## config.mk

```make
export PLATFORM = sky130hd
export DESIGN_NAME = fifo_rd_stream_adapter
export DESIGN_NICKNAME = d
export VERILOG_FILES = /design/src/rtl/fifo_rd_stream_adapter.sv
export SDC_FILE = /design/constraint.sdc
export NUM_CORES = 1
export LEC_CHECK = 0
export ABC_AREA = 1
export CAP_MARGIN = 20
export CORE_MARGIN = 3
export CORE_UTILIZATION = 45
export CTS_BUF_LIST = sky130_fd_sc_hd__clkbuf_4 sky130_fd_sc_hd__clkbuf_8
export DETAILED_ROUTE_END_ITERATION = 12
export PLACE_DENSITY = 0.87
export SETUP_SLACK_MARGIN = 0.02
export SLEW_MARGIN = 20
export SYNTH_ARGS = -nofsm -noshare
export SYNTH_HDL_FRONTEND = slang
export SYNTH_SLANG_ARGS = --single-unit
```

## constraint.sdc

```tcl
create_clock -name clk -period 2.6 [get_ports clk]
set_input_delay 0.65 -clock clk [delete_from_list [all_inputs] [get_ports clk]]
set_output_delay 0.65 -clock clk [all_outputs]
set_load 0.005 [all_outputs]
```

## src/rtl/fifo_rd_stream_adapter.sv

```systemverilog
// fifo_rd_stream_adapter: read-domain consumer for the async FIFO.
// Pops the FIFO's combinational-read head into a 2-entry skid buffer
// and presents it as a registered valid/ready stream.
//
// Ports:
//   clk, reset          read clock, async active-high reset
//   fifo_rempty/rdata   FIFO empty flag and head word
//   fifo_ren            pop strobe (no path from m_ready)
//   flush               sync discard of buffered words
//   m_valid/ready/data  output stream
//   xfer_count          accepted words (saturating)
//   stall_count         m_valid & ~m_ready cycles (saturating)
//
// Macro FIFO_RD_ADAPT_STATS_EN enables the statistics counters;
// when undefined both counters are tied to zero.
module fifo_rd_stream_adapter #(
  parameter int DATA_WIDTH = 8,
  parameter int CNT_WIDTH  = 16
) (
  input  logic                  clk,
  input  logic                  reset,
  input  logic                  fifo_rempty,
  input  logic [DATA_WIDTH-1:0] fifo_rdata,
  output logic                  fifo_ren,
  input  logic                  flush,
  output logic                  m_valid,
  input  logic                  m_ready,
  output logic [DATA_WIDTH-1:0] m_data,
  output logic [CNT_WIDTH-1:0]  xfer_count,
  output logic [CNT_WIDTH-1:0]  stall_count
);

  typedef enum logic [1:0] {
    EMPTY = 2'd0,
    ONE   = 2'd1,
    TWO   = 2'd2
  } occ_t;

  occ_t                  state;
  logic [DATA_WIDTH-1:0] out_reg;
  logic [DATA_WIDTH-1:0] skid;
  logic                  valid_q;
  logic                  push;
  logic                  pop;

  // The skid slot absorbs the word popped in the cycle that
  // m_ready drops, so the pop never has to look at m_ready.
  assign fifo_ren = ~reset & ~fifo_rempty & ~flush
                  & (state != TWO);
  assign push     = fifo_ren;
  assign pop      = valid_q & m_ready;
  assign m_valid  = valid_q;
  assign m_data   = out_reg;

  always_ff @(posedge clk or posedge reset) begin
    if (reset) begin
      state   <= EMPTY;
      valid_q <= 1'b0;
      out_reg <= '0;
      skid    <= '0;
    end else if (flush) begin
      state   <= EMPTY;
      valid_q <= 1'b0;
      out_reg <= '0;
      skid    <= '0;
    end else begin
      unique case (state)
        EMPTY: begin
          if (push) begin
            state   <= ONE;
            valid_q <= 1'b1;
            out_reg <= fifo_rdata;
          end
        end
        ONE: begin
          if (push && pop) begin
            out_reg <= fifo_rdata;
          end else if (push) begin
            state <= TWO;
            skid  <= fifo_rdata;
          end else if (pop) begin
            state   <= EMPTY;
            valid_q <= 1'b0;
          end
        end
        TWO: begin
          if (pop) begin
            state   <= ONE;
            out_reg <= skid;
          end
        end
        default: begin
          state   <= EMPTY;
          valid_q <= 1'b0;
        end
      endcase
    end
  end

`ifdef FIFO_RD_ADAPT_STATS_EN
  localparam logic [CNT_WIDTH-1:0] CNT_MAX = '1;
  localparam logic [CNT_WIDTH-1:0] CNT_ONE =
    {{(CNT_WIDTH-1){1'b0}}, 1'b1};

  logic [CNT_WIDTH-1:0] xfer_q;
  logic [CNT_WIDTH-1:0] stall_q;

  // Flush leaves the counters alone; only reset clears them.
  always_ff @(posedge clk or posedge reset) begin
    if (reset) begin
      xfer_q  <= '0;
      stall_q <= '0;
    end else begin
      if (pop && (xfer_q != CNT_MAX))
        xfer_q <= xfer_q + CNT_ONE;
      if (valid_q && !m_ready && (stall_q != CNT_MAX))
        stall_q <= stall_q + CNT_ONE;
    end
  end

  assign xfer_count  = xfer_q;
  assign stall_count = stall_q;
`else
  assign xfer_count  = '0;
  assign stall_count = '0;
`endif

endmodule
```

* Word-level counts from Yosys, hierarchy flattened
Cells that the tools add are included.
** Cells by class
- Equality and inequality tests :: 12
- Mux-type cells :: 21
- Bitwise logic cells :: 7
- Reductions and logical operators :: 9
** Operators by type and width (count)
- 8-bit two-way mux :: 7
- 8-bit case mux with 3 select lines :: 1
- 3-bit inequality test, second input constant :: 6
- 2-bit two-way mux :: 6
- 4-bit AND reduction :: 2
- 2-bit inequality test, second input constant :: 3
- 2-bit case mux with 3 select lines :: 1
- 1-bit two-way mux :: 5
- 5-bit AND reduction :: 1
- 1-bit AND :: 4
- 4-bit inequality test, second input constant :: 1
- 2-bit nonzero test :: 2
- 4-bit nonzero test :: 1
- 1-bit inverter :: 3
- 1-bit case mux with 3 select lines :: 1
- 3-bit AND reduction :: 1
- 2-bit by 1-bit == test with 1-bit output, second input constant :: 1
- 2-bit == test, second input constant :: 1
- 2-bit logical NOT :: 1
- 1-bit logical AND :: 1
** Word-level totals
- Register bits :: 19
- Input port bits :: 13
- Output and inout port bits :: 42
- Logic and storage cells :: 53

* Depth between registers and ports, before layout
- Word-level depth :: 8
- Depth in mapped cells :: 10
- Depth with buffers taken out :: 9

* Least setup slack after synthesis
No wires, ideal clock.
- Kind :: input -> output
- From :: input flush
- To :: output fifo_ren
- Data arrival time :: 1050 ps
- Data required time :: 1950 ps
- Slack :: 900 ps
- Stages on the path :: 4
- Buffers on the path :: 1
- Cell sequence :: inv_2 -> buf_4 -> nand2_2 -> nor2_8
** On the way
- Longest elaborated chain between the ends :: 3
** Ends and longest elaborated chain
- start: declaration :: RTL line 25 : input logic flush,
- 1-bit inverter :: RTL line 48 : assign fifo_ren = ~reset & ~fifo_rempty & ~flush
- 1-bit AND :: RTL line 48
- 1-bit AND :: RTL line 49 : & (state != TWO);
- end: declaration :: RTL line 24 : output logic fifo_ren,
Every way passes these cells.

* Worst setup path after layout
- From :: input fifo_rempty
- To :: output fifo_ren
** On the way
- Longest elaborated chain between the ends :: 4
** Ends and longest elaborated chain
- start: declaration :: RTL line 22 : input logic fifo_rempty,
- 1-bit inverter :: RTL line 48
- 1-bit AND (2 in a row) :: RTL line 48
- 1-bit AND :: RTL line 49
Every way passes these cells.

==> run_results.csv <==
group,metric,value,unit
synth,synth-seq-cells,19,
min_path,hold_end,"m_data[0]$_DFFE_PP0P_",
timing,setup_slack,0.0868,ns
die,die_h,60.0,µm
placement,placed_area,1440,µm²
run_status,status,"completed",
clocking,cts_setup_buffers,0,
synth,synth_xor_xnor_area_share,0,%
setup_path,crit_path_end_kind,"output pin",
setup_path,slowest_delay,0.50,ns
final_layout,fill_cells,246,
routing,post-route-drc-count,0,
timing,maxSlewViolCount,0,
die,fp-row-count,18,
final_layout,nets,200,
min_path,hold_class,"reg -> reg",
power_and_ir_drop,powerDensity,538,nW/µm²
clocking,cts.sinks,19,
routing,routedWlPerCell,10.7,µm
timing,max_freq,398,MHz
synth,yosysTopAreaCell,"dfrtp_1",
placement,io_buffer_count,22,
global_routing,grt_pass1_wl,3810,µm
synth,yosys.area_share.simple,30.7,%
synth,synth_top_family_by_area,"simple AND/OR/NAND/NOR gates",
global_routing,grt_max_degree,20,
placement,pre_cts_ws,0.0281,ns
power_and_ir_drop,p_leak,0.763,nW
timing,setup_violations,0,
global_routing,grt_pass1_vias,898,
die,die_x,60.0,µm
setup_path,crit_path_frequent_cell,"clkdlybuf4s50_1",
timing,finalSetupTns,0,ns
final_layout,regArea,475,µm²
synth,ys_types,23,
synth,synth_compound_area_share,8.21,%
die,io_pins,55,
timing,final_hold_viol_count,0,
setup_path,cpMaxStageDelayCell,"clkdlybuf4s50_1",
routing,dr.pass1.iters,4,
global_routing,grt.total_usage,14.1,%
setup_path,reg2reg_depth,9,
setup_path,r2r_setup_slack,1.08,ns
clocking,clkTransAtPathRegs,0.11,ns
synth,ys_async_sr_fraction,100,%
synth,synthAdderAreaFrac,0,%
clocking,numCtsBuffers,3,
clocking,tritoncts,"done",
global_routing,grt_overflow,0,
routing,initialDrtViolationCount,29,
synth,syn_area,1310,µm²
synth,synthFlopType,"dfrtp_1",
setup_path,r2r-start,"state[0]$_DFFE_PP0P_",
setup_path,r2r_end,"m_data[7]$_DFFE_PP0P_",
routing,vias,992,
setup_path,cp.buffers_inverters,2,
final_layout,drive_above_1_share,16.7,%
synth,syn_inst,159,
setup_path,worst-path-max-fanout,2,
timing,finClkSkew,0.00594,ns
die,initial_utilization,50.1,%
global_routing,antenna_found_initial,0,
clocking,clk_latency,0.29,ns
final_layout,insertedDiodeCount,0,
setup_path,cp.required,1.95,ns
routing,ant_nets,0,
placement,detailed_place_hpwl,1840,µm
setup_path,critical_path_class,"in -> out",
final_layout,multi_input_area,629,µm²
clocking,clock_path_buffers,2,
setup_path,cp_cell_sequence,"clkdlybuf4s50_1, nor2_2, nand2_2, nor2_8, clkdlybuf4s50_1",
die,die_area,3590,µm²
routing,drt_wl_total,2320,µm
timing,grt_setup_unrepaired,"no",
placement,gp_congestion,0.776,
synth,synth-seq-area-share,36.3,%
synth,synth_area_leaders,"dfrtp_1 (36%), buf_4 (19%), nand2_1 (9.7%), nand2_2 (4.8%), nand3_1 (3.8%)",
final_layout,fin_util,56.4,%
job,cap_viol_max_count,0,
die,coreArea,2610,µm²
timing,worst_pin_slew,0.723,ns
synth,yosysMostFrequentCell,"nand2_1",
setup_path,cpLargestDelayFamily,"buffers and inverters",
timing,finalCritPeriodShare,96.7,%
min_path,min_from,"m_data[0]$_DFFE_PP0P_",
final_layout,area_delta_synth_final,12.4,%
routing,via_per_inst,4.59,
clocking,cts_root_buf,"clkbuf_4",
timing,holdWs,0.492,ns
synth,synth_edf_count,0,
setup_path,worst_setup_path_start_kind,"input pin",
synth,yosysWarnings,0,
synth,synth.area.mux_share,0,%
power_and_ir_drop,irDropWorstVdd,0.000304,V
min_path,min_path_cells,2,
final_layout,final_cell_area,1470,µm²
timing,fin_crit,2.51,ns
synth,syn-mean-instance-area,8.24,µm²
synth,yosysTopAreaCellShare,36.3,%
synth,ys_top_cells_by_count,"nand2_1 (34), buf_4 (33), dfrtp_1 (19), nor2_1 (13)",
timing,maxSlewHeadroom,51.7,%
setup_path,cp.arrival,1.86,ns
clocking,htreeDepth,1,
## worst reg2reg max path, cell delays in order (launching register included)
cell and delay (ns):
dfrtp_1 0.43, inv_2 0.11, nand2_4 0.11, nor2_1 0.24
nand2_1 0.11, nand2_1 0.15, inv_4 0.09, nand2_8 0.12
nand2_2 0.05, nand2_1 0.05
## area by class of cell
| cell class | instances | share of cell area [%] |
|---|---|---|
| Clock buffer | 3 | 1.53 |
| Clock inverter | 1 | 0.340 |
| Inverter | 10 | 2.89 |
| Multi-Input combinational cell | 126 | 42.7 |
| Sequential cell | 19 | 32.3 |
| Tap cell | 30 | 2.55 |
| Timing Repair Buffer | 27 | 17.7 |
## sequential cells by signal, summed over array words and instances (netlist names)
register and flops:
m_data 8, m_valid 1, skid 8, state 2
## layout by cell type, fill, tap and decap left out, drive strengths merged
master	instances
nand2	47
conb	32
clkdlybuf4s50	21
dfrtp	19
nor2	15
nand3	12
inv	10
o21ai	9
a21oi	8
buf	5
clkbuf	3
a31oi	1
a41oi	1
nand3b	1
clkinv	1
dlymetal6s2s	1
## worst max-delay path by stage
stage                startpoint        to  slack [ns]  depth (start not counted)
finish              fifo_rempty  fifo_ren        0.09                          5
CTS                       reset  fifo_ren        0.03                          5
floorplan                 flush  fifo_ren        0.90                          4
global placement    fifo_rempty  fifo_ren        0.08                          5
global route        fifo_rempty  fifo_ren        0.03                          5
detailed placement        reset  fifo_ren        0.03                          5
## where the power goes
part | switching [mW] | internal (mW) | total (mW) | leakage, nW
registers | 0.0314 | 0.342 | 0.373 | 0.247
clock network | 0.0932 | 0.0572 | 0.150 | 0.0177
logic | 0.143 | 0.127 | 0.269 | 0.498
total | 0.267 | 0.526 | 0.793 | 0.763
## kinds of logic (layout without fill, tap and decap cells)
| family | after synthesis | count (layout) |
|---|---|---|
| AND/OR/NAND/NOR | 75 | 75 |
| buffers and inverters | 45 | 41 |
| AO/OA/AOI/OAI | 19 | 19 |
| flip-flops | 19 | 19 |
| other | 1 | 32 |
## stage by stage
step / instances / total power [mW]
floorplan: 190 / 0.575
global placement: 212 / 0.643
detailed placement: 212 / 0.649
CTS: 216 / 0.798
global route: 216 / 0.849
finish: 216 / 0.793
## routing by layer
metal  vias up  GRT usage [%]  wire length, µm
met5         -              0                0
met4         0           4.75               28
met3         2           2.59              179
met2        46           25.6             1180
met1       455           16.3              928
li1        489              -                -
## repair_timing
action / CTS / global route
gates resized for setup: 0 / 1
hold buffers: 0 / 0
setup endpoints to repair: 0 / 1
(Power assumes the default switching activity.)
